**src/rtl/dev_bridge.sv**
```systemverilog
// CPU-side bridge to the word-addressed device bus: one load/store becomes a
// fixed three-cycle device access, and device IRQs feed a maskable pending register.
module dev_bridge #(
    parameter logic [31:0] BASE = 32'h0000_7F00
) (
    input  logic        Clk,
    input  logic        Reset,
    input  logic [31:0] PrAddr,
    input  logic [31:0] PrWd,
    input  logic        PrWe,
    input  logic        PrRe,
    output logic [31:0] PrRd,
    output logic        PrReady,
    output logic        BusErr,
    output logic [1:0]  DevAddr,
    output logic [31:0] DevWd,
    output logic        Dev0We,
    output logic        Dev1We,
    input  logic [31:0] Dev0Rd,
    input  logic [31:0] Dev1Rd,
    input  logic        Dev0IRQ,
    input  logic        Dev1IRQ,
    output logic [5:0]  HWInt,
    output logic        IntReq
);

    typedef enum logic [1:0] {IDLE, ACCESS, DONE} state_t;

    localparam logic [31:0] DEV0_BASE = BASE;
    localparam logic [31:0] DEV1_BASE = BASE + 32'h10;
    localparam logic [31:0] PEND_ADDR = BASE + 32'h20;
    localparam logic [31:0] MASK_ADDR = BASE + 32'h24;

    state_t      state;
    state_t      next_state;
    logic [31:2] req_addr;
    logic [31:0] req_wd;
    logic        req_store;
    logic [31:0] rd_reg;
    logic        err_reg;
    logic [1:0]  pending;
    logic [1:0]  mask;

    logic        dev0_hit;
    logic        dev1_hit;
    logic        word3;
    logic        pend_hit;
    logic        mask_hit;
    logic        unmapped;
    logic [31:0] load_data;
    logic [1:0]  pend_clr;
    logic        start;

    logic unused_addr_bits;
    assign unused_addr_bits = ^PrAddr[1:0];

    assign start    = (state == IDLE) && (PrWe || PrRe);
    assign dev0_hit = (req_addr[31:4] == DEV0_BASE[31:4]);
    assign dev1_hit = (req_addr[31:4] == DEV1_BASE[31:4]);
    assign word3    = (req_addr[3:2] == 2'd3);
    assign pend_hit = (req_addr[31:2] == PEND_ADDR[31:2]);
    assign mask_hit = (req_addr[31:2] == MASK_ADDR[31:2]);
    assign unmapped = !(dev0_hit || dev1_hit || pend_hit || mask_hit);

    assign DevAddr = req_addr[3:2];
    assign DevWd   = req_wd;

    always_comb begin
        load_data = 32'h0;
        if (dev0_hit)
            load_data = Dev0Rd;
        else if (dev1_hit)
            load_data = Dev1Rd;
        else if (pend_hit)
            load_data = {30'h0, pending};
        else if (mask_hit)
            load_data = {30'h0, mask};
    end

    // Clearing pending only happens on the ACCESS cycle of a store to the pending word.
    always_comb begin
        pend_clr = 2'b00;
        if (state == ACCESS && req_store && pend_hit)
            pend_clr = req_wd[1:0];
    end

    always_ff @(posedge Clk or negedge Reset) begin
        if (!Reset)
            state <= IDLE;
        else
            state <= next_state;
    end

    always_comb begin
        next_state = state;
        Dev0We     = 1'b0;
        Dev1We     = 1'b0;
        PrReady    = 1'b0;
        BusErr     = 1'b0;
        PrRd       = 32'h0;
        case (state)
            IDLE: begin
                if (PrWe || PrRe)
                    next_state = ACCESS;
            end
            ACCESS: begin
                next_state = DONE;
                Dev0We     = req_store && dev0_hit && !word3;
                Dev1We     = req_store && dev1_hit && !word3;
            end
            DONE: begin
                next_state = IDLE;
                PrReady    = 1'b1;
                BusErr     = err_reg;
                PrRd       = rd_reg;
            end
            default: next_state = IDLE;
        endcase
    end

    always_ff @(posedge Clk or negedge Reset) begin
        if (!Reset) begin
            req_addr  <= '0;
            req_wd    <= 32'h0;
            req_store <= 1'b0;
            rd_reg    <= 32'h0;
            err_reg   <= 1'b0;
            mask      <= 2'b11;
        end else begin
            if (start) begin
                req_addr  <= PrAddr[31:2];
                req_wd    <= PrWd;
                req_store <= PrWe;
            end
            if (state == ACCESS) begin
                rd_reg  <= req_store ? 32'h0 : load_data;
                err_reg <= unmapped;
                if (req_store && mask_hit)
                    mask <= req_wd[1:0];
            end
        end
    end

    // Set wins over clear; HWInt/IntReq deliberately lag pending by one cycle.
    always_ff @(posedge Clk or negedge Reset) begin
        if (!Reset) begin
            pending <= 2'b00;
            HWInt   <= 6'h0;
            IntReq  <= 1'b0;
        end else begin
            pending <= (pending & ~pend_clr) | {Dev1IRQ, Dev0IRQ};
            HWInt   <= {4'b0, pending & mask};
            IntReq  <= |(pending & mask);
        end
    end

endmodule
```
**config.mk**
```make
export PLATFORM = sky130hd
export DESIGN_NAME = dev_bridge
export DESIGN_NICKNAME = d
export VERILOG_FILES = /design/src/rtl/dev_bridge.sv
export SDC_FILE = /design/constraint.sdc
export NUM_CORES = 1
export LEC_CHECK = 0
export BUFFER_PORTS_ARGS = -buffer_cell sky130_fd_sc_hd__buf_2
export CORE_MARGIN = 3
export CORE_UTILIZATION = 45
export DETAILED_ROUTE_END_ITERATION = 8
export PLACE_DENSITY = 0.76
export SLEW_MARGIN = 20
export SYNTH_ARGS = -nofsm -noshare
export SYNTH_HDL_FRONTEND = slang
export SYNTH_SLANG_ARGS = --single-unit
```
**constraint.sdc**
```tcl
create_clock -name Clk -period 2.6 [get_ports Clk]
set_clock_uncertainty 0.1 [all_clocks]
set_input_delay 0.65 -clock Clk [delete_from_list [all_inputs] [get_ports Clk]]
set_output_delay 0.65 -clock Clk [all_outputs]
set_load 0.01 [all_outputs]
```
# Word-level counts from Yosys, hierarchy flattened
# Cells that the tools add are included.
# Widths: inputs -> output; s select.
# totals
regBits	105
inputBits	134
output_inout_bits	77
# op_classes
eq_ne	8
muxes	13
bitwise	4
reduce_logical	17
# op_table
op	n
$mux 32	4
$eq 30x13->1 const B	2
$eq 28x11->1 const B	2
$logic_and 1x1->1	8
$mux 2	4
$and 2x2->2	2
$eq 2x2->1 const B	2
$logic_or 1x1->1	4
$mux 1	4
$pmux 2 s2	1
$eq 2x1->1 const B	1
$logic_not 1->1	2
$logic_not 2->1	1
$ne 2x1->1 const B	1
$not 2->2	1
$or 2x2->2	1
$reduce_and 2->1	1
$reduce_or 2->1	1

# Logic depth before layout (Yosys ltp)
# Gate-level depths: netlist of run 1.
# depth
depth_word	7
mapped_depth	5
depth_no_buf	4

# Worst setup path before layout of run 1
# No wires, ideal clock.
# synth_path
kind	register to output
startpoint	register state[1]
endpoint	output port Dev0We
arrival_ns	1.472
t_required_ns	1.850
slack_ns	0.378
stages_incl_launch_ff	5
cell_sequence	dfrtp_1 > nand2b_1 > clkbuf_1 > a2111oi_0 > nor3b_1
# synth_via
elab_chain_len	2
# synth_lines
element	line_no	text
start, declared	34	state_t state;
start signal, assigned	91	state <= next_state;
$eq 2x1->1	101	case (state)
$mux 1	101	
end, declared	17	output logic Dev0We,
# No other way between the ends.

# Worst setup path after layout of run 1
# layout_path
startpoint	register req_addr[15] (netlist name)
endpoint	output port Dev0We
# layout_via
elab_chain_len	4
# layout_lines
element	line_no	text
start, declared	36	logic [31:2] req_addr;
start signal, assigned	131	req_addr <= PrAddr[31:2];
$eq 28x11->1	58	assign dev0_hit = (req_addr[31:4] == DEV0_BASE[31:4]);
$logic_and 1x1->1 (2 in a row)	108	Dev0We = req_store && dev0_hit && !word3;
$mux 1	101	
# No other way between the ends.

==> results of run 1 <==
[layout make-up]
| cell class | count | area share |
|---|---|---|
| sequential | 105 | 0.418 |
| multi-input combinational | 242 | 0.336 |
| timing repair buffer | 218 | 0.181 |
| tap | 136 | 0.0270 |
| clock buffer | 12 | 0.0247 |
| clock inverter | 4 | 0.00895 |
| inverter | 6 | 0.00358 |
[worst max-delay path, cell delays in order, from the launching register on]
cell	delay, ns
dfrtp_1	0.40
nor4b_2	0.30
nand3_1	0.18
or2_4	0.31
nor3b_4	0.19
buf_2	0.16
[metrics by stage]
stage	hold slack, ns	power, W	setup WS (ns)	area (um^2)	instances
after floorplan	0.254	0.00414	0.378	4900	385
after global placement	0.356	0.00481	0.0987	6020	704
after CTS	0.167	0.00603	-0.0636	6280	722
after detailed placement	0.363	0.00492	0.121	6020	704
after global routing	0.181	0.00634	-0.163	6290	723
final	0.169	0.00594	-0.0538	6290	723
[kinds of logic (layout without fill, tap and decap cells)]
group,count (synthesis),after routing,synth area share
simple gates,97,97,0.112
other cells,1,4,0.000767
flops,105,105,0.538
compound gates,45,45,0.0964
buf+inv,38,240,0.0402
mux,96,96,0.213
[synth_stat cells, drive strengths merged, types with 3 or more instances]
cell type,n
a31oi,3
and2,35
buf,19
clkbuf,13
dfrtp,103
inv,6
mux2,64
mux2i,32
nand2,34
nor2,7
nor4,3
nor4b,4
o21ai,5
o31ai,32
[per-layer routing]
metal  up-vias  routed length, um
met1      1737               4480
met3         9               1160
met4         0                 92
met2       142               5600
li1       1726                  -
met5         -                  0
[timing repair]
action / in CTS / in global routing
pin swaps: 4 / 9
gates resized for setup: 7 / 1
buffers inserted: 2 / 1
endpoints found under the setup margin: 2 / 2
[worst paths after layout]
kind	startpoint	end	slack, ns	depth (start not counted)
worst max register to register	req_addr[22]$_DFFE_PN0P_	rd_reg[20]$_DFFE_PN0N_	0.06	7
worst min-delay path	Reset	rd_reg[10]$_DFFE_PN0N_	0.17	1
max in group asynchronous	Reset	DevWd[25]$_DFFE_PN0P_	1.53	2
min in group Clk	rd_reg[2]$_DFFE_PN0N_	rd_reg[2]$_DFFE_PN0N_	0.38	2
worst max-delay path	req_addr[15]$_DFFE_PN0P_	Dev0We	-0.05	5
worst min register to register	rd_reg[2]$_DFFE_PN0N_	rd_reg[2]$_DFFE_PN0N_	0.38	2
[power by group]
part	leakage, nW	internal, W	switching (W)
Sequential	1.29	0.00216	0.000376
Combinational	1.74	0.00116	0.00118
Clock	0.108	0.000510	0.000562
Total	3.14	0.00383	0.00211
==> results.json, run 1 <==
{
  "top_usage_layer": "met2",
  "p_leak_nw": 3.14,
  "wire_per_inst_um": 15.7,
  "use_met1": 0.213,
  "multi_input_area_um2": 2120,
  "slew_viol_final": 0,
  "synth_area_um2": 4890,
  "initial_core_util": 0.467,
  "ys_warn_count": 0,
  "cp.required_ns": 1.85,
  "dp_hpwl_um": 8510,
  "ir_worst_vdd_uv": 603,
  "ant_nets": 0,
  "worst_slack_ns": -0.0538,
  "die_y_um": 110,
  "final.fill_count": 883,
  "die_area_um2": 12200,
  "numCtsBuffers": 9,
  "antenna_found_initial": 0,
  "syn-instance-count": 382,
  "yosysUniqueCellTypes": 36,
  "crit_fanout": 3,
  "relSlewSlack": 0.472,
  "async_reset_ff_frac": 1.00,
  "track_usage": 0.184,
  "clkLatencyLatePin_ns": 0.36,
  "hold_buffers": 0,
  "start_kind": "flop",
  "syn2layout_area_growth_pct": 28.7,
  "grt_pass1_vias": 3689,
  "grtUsageMet3": 0.0635,
  "hold_violations": 0,
  "synth_edf_count": 0,
  "synth_area_leaders": "dfrtp_1 (53%), mux2_2 (15%), o31ai_2 (7.7%)",
  "grt_pass1_wl_um": 17300,
  "hp-class": "in -> async",
  "gp_congestion": 0.756,
  "critPathCaptureType": "output pin",
  "mostFrequentLayoutCells": "buf_2 (203), dfrtp_1 (102), mux2_2 (64)",
  "crit_type": "reg -> out",
  "vias": 3614,
  "fin_crit_ns": 2.65,
  "drv_cap": 0,
  "utilization": 0.601,
  "drtPass1Iterations": 4,
  "cts_tree": "done",
  "yosys.area.top_type": "dfrtp_1",
  "drt_iter0_drc": 131,
  "layout-drive-gt1-share": 0.588,
  "die_w_um": 110,
  "yosys_register_bits": 105,
  "mostFrequentLayoutCell": "buf_2",
  "htreeDepth": 3,
  "ys_seq_area_frac": 0.538,
  "fmax_mhz": 377,
  "cts_sinks": 105,
  "via_per_inst": 5.00,
  "report.final.setup_viol": 2,
  "p_per_area_nw_per_um2": 944,
  "antenna_cells_inserted": 0,
  "layout.nets": 716,
  "rsz0062_at_grt": "true",
  "status": "finished with violations",
  "route.detailed.drc": 0,
  "tightest_slew_ns": 0.791,
  "coreArea_um2": 10500,
  "io_pins": 211,
  "cts_root_buf": "clkbuf_8",
  "arrival_ns": 1.90,
  "row_count": 37,
  "synth_top_area_share": 0.527,
  "violations": "setup timing",
  "drt-total-wl_um": 11300,
  "regArea_um2": 2630,
  "port_buffers": 204,
  "grt_overflow": 0,
  "fin_setup_tns_ns": -0.0835,
  "ctsLongestPathBuffers": 2,
  "use_met2": 0.326,
  "grt_start_max_net_pins": 65,
  "cts.clk_slew.worst_paths_ns": 0.10,
  "avgSynthCellArea_um2": 12.8,
  "min_period_over_period": 1.02,
  "synth_ff_type": "dfrtp_1"
}
Power figures use the tool's default switching activity.
==> run 2: changes to the inputs <==
CAP_MARGIN = 0   (was not set)
SETUP_SLACK_MARGIN = 0.1   (was not set)
SLEW_MARGIN = not set   (was 20)
==> results.json, run 2 (same netlist as run 1, synthesis figures left out) <==
{
  "ctsLongestPathBuffers": 2,
  "port_buffers": 204,
  "slowest_delay_ns": 0.40,
  "die_y_um": 110,
  "drtPass1Iterations": 5,
  "pwr-share-comb": 0.398,
  "critPathBufInv": 1,
  "worst_path_max_delay_cell": "dfrtp_1",
  "syn2layout_area_growth_pct": 30.6,
  "violations": "setup timing",
  "place_area_um2": 6020,
  "dp_hpwl_um": 8510,
  "row_count": 37,
  "track_usage": 0.184,
  "initial_core_util": 0.467,
  "status": "finished with violations",
  "die_area_um2": 12200,
  "ir_worst_vdd_uv": 604,
  "utilization": 0.610,
  "grt_pass1_vias": 3689,
  "layout.nets": 717,
  "vias": 3656,
  "ant_nets": 0,
  "final_area_um2": 6390,
  "cts_tree": "done",
  "numCtsBuffers": 9,
  "layout-drive-gt1-share": 0.588,
  "hp-class": "in -> async",
  "cts_root_buf": "clkbuf_8",
  "die_w_um": 110,
  "seq_power_share": 0.423,
  "gp_congestion": 0.756,
  "drt_iter0_drc": 156,
  "p_per_area_nw_per_um2": 940,
  "hold_buffers": 0,
  "crit_type": "reg -> out",
  "power_switching_w": 0.00217,
  "cts.clk_slew.worst_paths_ns": 0.10,
  "hold_violations": 0,
  "min_period_over_period": 1.02,
  "clkLatencyLatePin_ns": 0.36,
  "drv_cap": 0,
  "fin_crit_ns": 2.66,
  "via_per_inst": 5.05,
  "tightest_slew_ns": 0.897,
  "worst_slack_ns": -0.0593,
  "path_cells": "nor4b_2, nand3_1, or2_4, nor3b_4, buf_2",
  "critPathCaptureType": "output pin",
  "htreeDepth": 3,
  "p_clk_frac": 0.179,
  "intPower_w": 0.00383,
  "arrival_ns": 1.91,
  "fmax_mhz": 376,
  "grt_pass1_wl_um": 17300,
  "wire_per_inst_um": 16.1,
  "critical_path.top_delay_family": "simple AND/OR/NAND/NOR gates",
  "antenna_cells_inserted": 0,
  "report.final.setup_viol": 2,
  "mostFrequentLayoutCells": "buf_2 (203), dfrtp_1 (102), mux2_2 (64)",
  "drt-total-wl_um": 11700,
  "p_leak_nw": 3.15,
  "io_pins": 211,
  "route.detailed.drc": 0,
  "switching_share": 0.362,
  "grt_overflow": 0,
  "fin_setup_tns_ns": -0.0872,
  "mostFrequentLayoutCell": "buf_2",
  "antenna_found_initial": 0,
  "cp.required_ns": 1.85,
  "crit_fanout": 3,
  "grt_start_max_net_pins": 65,
  "slew_viol_final": 0,
  "relSlewSlack": 0.402,
  "coreArea_um2": 10500,
  "cts_sinks": 105,
  "start_kind": "flop",
  "rsz0062_at_grt": "true"
}
run 2: cell type report:
type / instances / area [um^2]
multi-input combinational: 243 / 2210
tap: 136 / 170
inverter: 6 / 22.5
sequential: 105 / 2630
clock buffer: 12 / 155
fill: 874 / 4080
timing repair buffer: 218 / 1140
clock inverter: 4 / 56.3
run 2: per-layer routing:
metal	part of all wire	GRT usage	wire [um]
met1	0.40	0.213	4650
met2	0.50	0.326	5780
met3	0.10	0.0635	1170
met4	0.0060	0.0440	70
met5	0	0	0
run 2: power groups by stage:
stage	sequential, W	combinational, W	clock [W]
final	0.00254	0.00239	0.00108
after floorplan	0.00255	0.00159	0
after detailed placement	0.00255	0.00237	0
after global routing	0.00261	0.00260	0.00118
after CTS	0.00254	0.00238	0.00111
after global placement	0.00251	0.00229	0
run 2: metrics by stage:
stage | hold slack [ns] | setup slack, ns | power, W | cells
3_5_place_dp | 0.363 | 0.121 | 0.00492 | 704
2_1_floorplan | 0.254 | 0.378 | 0.00414 | 385
6_report | 0.169 | -0.0593 | 0.00600 | 724
3_3_place_gp | 0.356 | 0.0987 | 0.00481 | 704
5_1_grt | 0.181 | -0.163 | 0.00640 | 724
4_1_cts | 0.167 | -0.0636 | 0.00603 | 722
run 2: path summary, 6_finish.rpt:
path                                           from                endpoint  slack [ns]  cells past startpoint
setup / recovery           req_addr[15]$_DFFE_PN0P_                  Dev0We       -0.06                      5
hold / removal                                Reset  rd_reg[10]$_DFFE_PN0N_        0.17                      1
setup reg to reg           req_addr[22]$_DFFE_PN0P_  rd_reg[13]$_DFFE_PN0N_        0.18                      7
hold reg to reg               rd_reg[7]$_DFFE_PN0N_   rd_reg[7]$_DFFE_PN0N_        0.39                      2
max in group asynchronous                     Reset   DevWd[25]$_DFFE_PN0P_        1.53                      2
min in group Clk              rd_reg[7]$_DFFE_PN0N_   rd_reg[7]$_DFFE_PN0N_        0.39                      2
run 2: timing repair:
action | in CTS | in global routing
pin swaps | 4 | 10
gates cloned | 0 | 1
endpoints found under the hold margin | 0 | 0
buffers inserted | 2 | 1
resized for setup | 7 | 12
endpoints found under the setup margin | 2 | 32
==> run 3: changes to the inputs <==
ABC_AREA = 1   (was not set)
CAP_MARGIN = 20   (was 0)
MAX_ROUTING_LAYER = met4   (was not set)
PLACE_DENSITY = 0.75   (was 0.76)
==> results.json, run 3 <==
{
  "min_period_over_period": 0.934,
  "syn2layout_area_growth_pct": 30.2,
  "ant_nets": 0,
  "drt_iter0_drc": 217,
  "dp_hpwl_um": 9200,
  "cts_tree": "done",
  "status": "finished clean",
  "yosysMostFrequentCell": "nand2_1",
  "fin_setup_tns_ns": 0,
  "fin_crit_ns": 2.43,
  "die_area_um2": 12800,
  "p_leak_nw": 3.75,
  "fmax_mhz": 412,
  "row_count": 38,
  "hold_violations": 0,
  "clkLatencyLatePin_ns": 0.34,
  "initial_core_util": 0.467,
  "drt-total-wl_um": 12700,
  "synth_ff_type": "dfrtp_1",
  "ir_worst_vdd_uv": 614,
  "synth_area_leaders": "dfrtp_1 (50%), nand2_1 (19%), nand3_1 (6.4%)",
  "synthTopCellsByCount": "nand2_1 (258), dfrtp_1 (103), nand3_1 (66)",
  "die_w_um": 113,
  "ctsLongestPathBuffers": 2,
  "report.final.setup_viol": 0,
  "port_buffers": 204,
  "ys_warn_count": 0,
  "yosys.area.top_type": "dfrtp_1",
  "mostFrequentLayoutCells": "nand2_1 (256), buf_2 (201), dfrtp_1 (103)",
  "grt_pass1_wl_um": 20500,
  "avgSynthCellArea_um2": 7.76,
  "synth_edf_count": 0,
  "antenna_cells_inserted": 0,
  "crit_type": "reg -> out",
  "io_pins": 211,
  "cts_root_buf": "clkbuf_16",
  "grt_start_max_net_pins": 61,
  "antenna_found_initial": 0,
  "critPathCaptureType": "output pin",
  "crit_path_frequent_cell": "nor2_4",
  "via_per_inst": 4.69,
  "wire_per_inst_um": 12.6,
  "drtPass1Iterations": 5,
  "synth_top_area_share": 0.500,
  "mostFrequentLayoutCell": "nand2_1",
  "slowest_delay_ns": 0.40,
  "tightest_slew_ns": 0.539,
  "drv_cap": 0,
  "grt_pass1_vias": 4326,
  "whs_ns": 0.121,
  "cts.clk_slew.worst_paths_ns": 0.07,
  "p_per_area_nw_per_um2": 888,
  "relSlewSlack": 0.640,
  "pwr-share-comb": 0.375,
  "die_y_um": 113,
  "async_reset_ff_frac": 1.00,
  "arrival_ns": 1.68,
  "start_kind": "flop",
  "switching_share": 0.393,
  "power_switching_w": 0.00234,
  "synth_area_um2": 5150,
  "p_clk_frac": 0.218,
  "yosysUniqueCellTypes": 27,
  "grt_overflow": 0,
  "cp.required_ns": 1.85,
  "rsz0062_at_grt": "true",
  "track_usage": 0.205,
  "gp_congestion": 0.774,
  "layout.nets": 998,
  "vias": 4735,
  "syn-instance-count": 664,
  "worst_path_max_delay_cell": "dfrtp_1",
  "layout-drive-gt1-share": 0.334,
  "ys_seq_area_frac": 0.510,
  "path_cells": "nor2_2, nand2_1, nor2_4, nand2_4, nor2_4, nand2_2, nor2_4, buf_6",
  "route.detailed.drc": 0,
  "htreeDepth": 3,
  "utilization": 0.608,
  "crit_fanout": 4,
  "hp-class": "in -> async",
  "numCtsBuffers": 9,
  "intPower_w": 0.00362,
  "cts_sinks": 105,
  "yosys_register_bits": 105,
  "coreArea_um2": 11000,
  "seq_power_share": 0.406,
  "hold_buffers": 0,
  "slew_viol_final": 0
}
[run 3: changes by cell type after synthesis, moves of 7 or more]
cell / delta
and2_1: -35
buf_2: +7
inv_1: +58
mux2_2: -64
mux2i_1: -32
nand2_1: +224
nand3_1: +64
nand3_2: +11
nor2_1: +48
o21ai_0: +13
o21ai_1: +20
o21ai_2: +11
o31ai_2: -30
[run 3: cell type report]
class                   count  area, um^2
flip-flops and latches    105        2630
multi-input cells         458        2130
clock buffers              10         229
well taps                 140         175
repair buffers            226        1250
fillers                  1023        4320
inverters                  64         240
clock inverters             6        57.6
[run 3: worst max-delay path: cells and delay by family (launching register included)]
kind,cells,cell delay (ns)
simple gates,7,0.82
flops,1,0.40
buf+inv,1,0.11
[run 3: routing by layer]
layer	wire, um	vias up	track usage	share of wire
met5	0	-	-	0
met4	94	0	0.0457	0.0074
met3	1020	5	0.0465	0.080
met2	5750	179	0.322	0.45
met1	5850	2116	0.274	0.46
li1	-	2435	-	-
[run 3: through the flow]
step	instance area [um^2]	setup WS (ns)	instances	total power, W
after global placement	6250	0.338	983	0.00449
after CTS	6590	0.104	999	0.00590
after detailed placement	6250	0.351	983	0.00454
final	6710	0.172	1009	0.00596
after floorplan	5160	0.541	667	0.00378
after global routing	6710	0.0507	1009	0.00645
[run 3: final timing paths]
path                                          start               endpoint  slack, ns  cells past startpoint
max in group asynchronous                     Reset    mask[0]$_DFFE_PN1P_       1.61                      2
min reg2reg                   DevWd[20]$_DFFE_PN0P_  DevWd[20]$_DFFE_PN0P_       0.38                      2
max reg2reg                 req_addr[7]$_DFFE_PN0P_    err_reg$_DFFE_PN0N_       0.66                      9
min in group Clk              DevWd[20]$_DFFE_PN0P_  DevWd[20]$_DFFE_PN0P_       0.38                      2
max                        req_addr[27]$_DFFE_PN0P_                 Dev1We       0.17                      8
min                                           Reset  rd_reg[7]$_DFFE_PN0N_       0.12                      1
[run 3: cell families (layout without fill, tap and decap cells)]
| logic type | Yosys count | in the layout | synth area share |
|---|---|---|---|
| flops | 105 | 105 | 0.510 |
| other cells | 1 | 4 | 0.000728 |
| buf+inv | 104 | 306 | 0.0952 |
| simple gates | 404 | 404 | 0.337 |
| compound gates | 50 | 50 | 0.0566 |
[run 3: power groups by stage]
| stage | sequential, W | clock [W] | combinational [W] |
|---|---|---|---|
| 5_1_grt | 0.00249 | 0.00143 | 0.00253 |
| 3_3_place_gp | 0.00242 | 0 | 0.00207 |
| 2_1_floorplan | 0.00251 | 0 | 0.00127 |
| 3_5_place_dp | 0.00241 | 0 | 0.00212 |
| 4_1_cts | 0.00242 | 0.00134 | 0.00214 |
| 6_report | 0.00242 | 0.00130 | 0.00224 |
[run 3: timing repair]
| item | in CTS | in global routing |
|---|---|---|
| setup buffers | 0 | 10 |
| pin swaps | 0 | 8 |
| endpoints found under the setup margin | 2 | 24 |
| resized for setup | 12 | 10 |
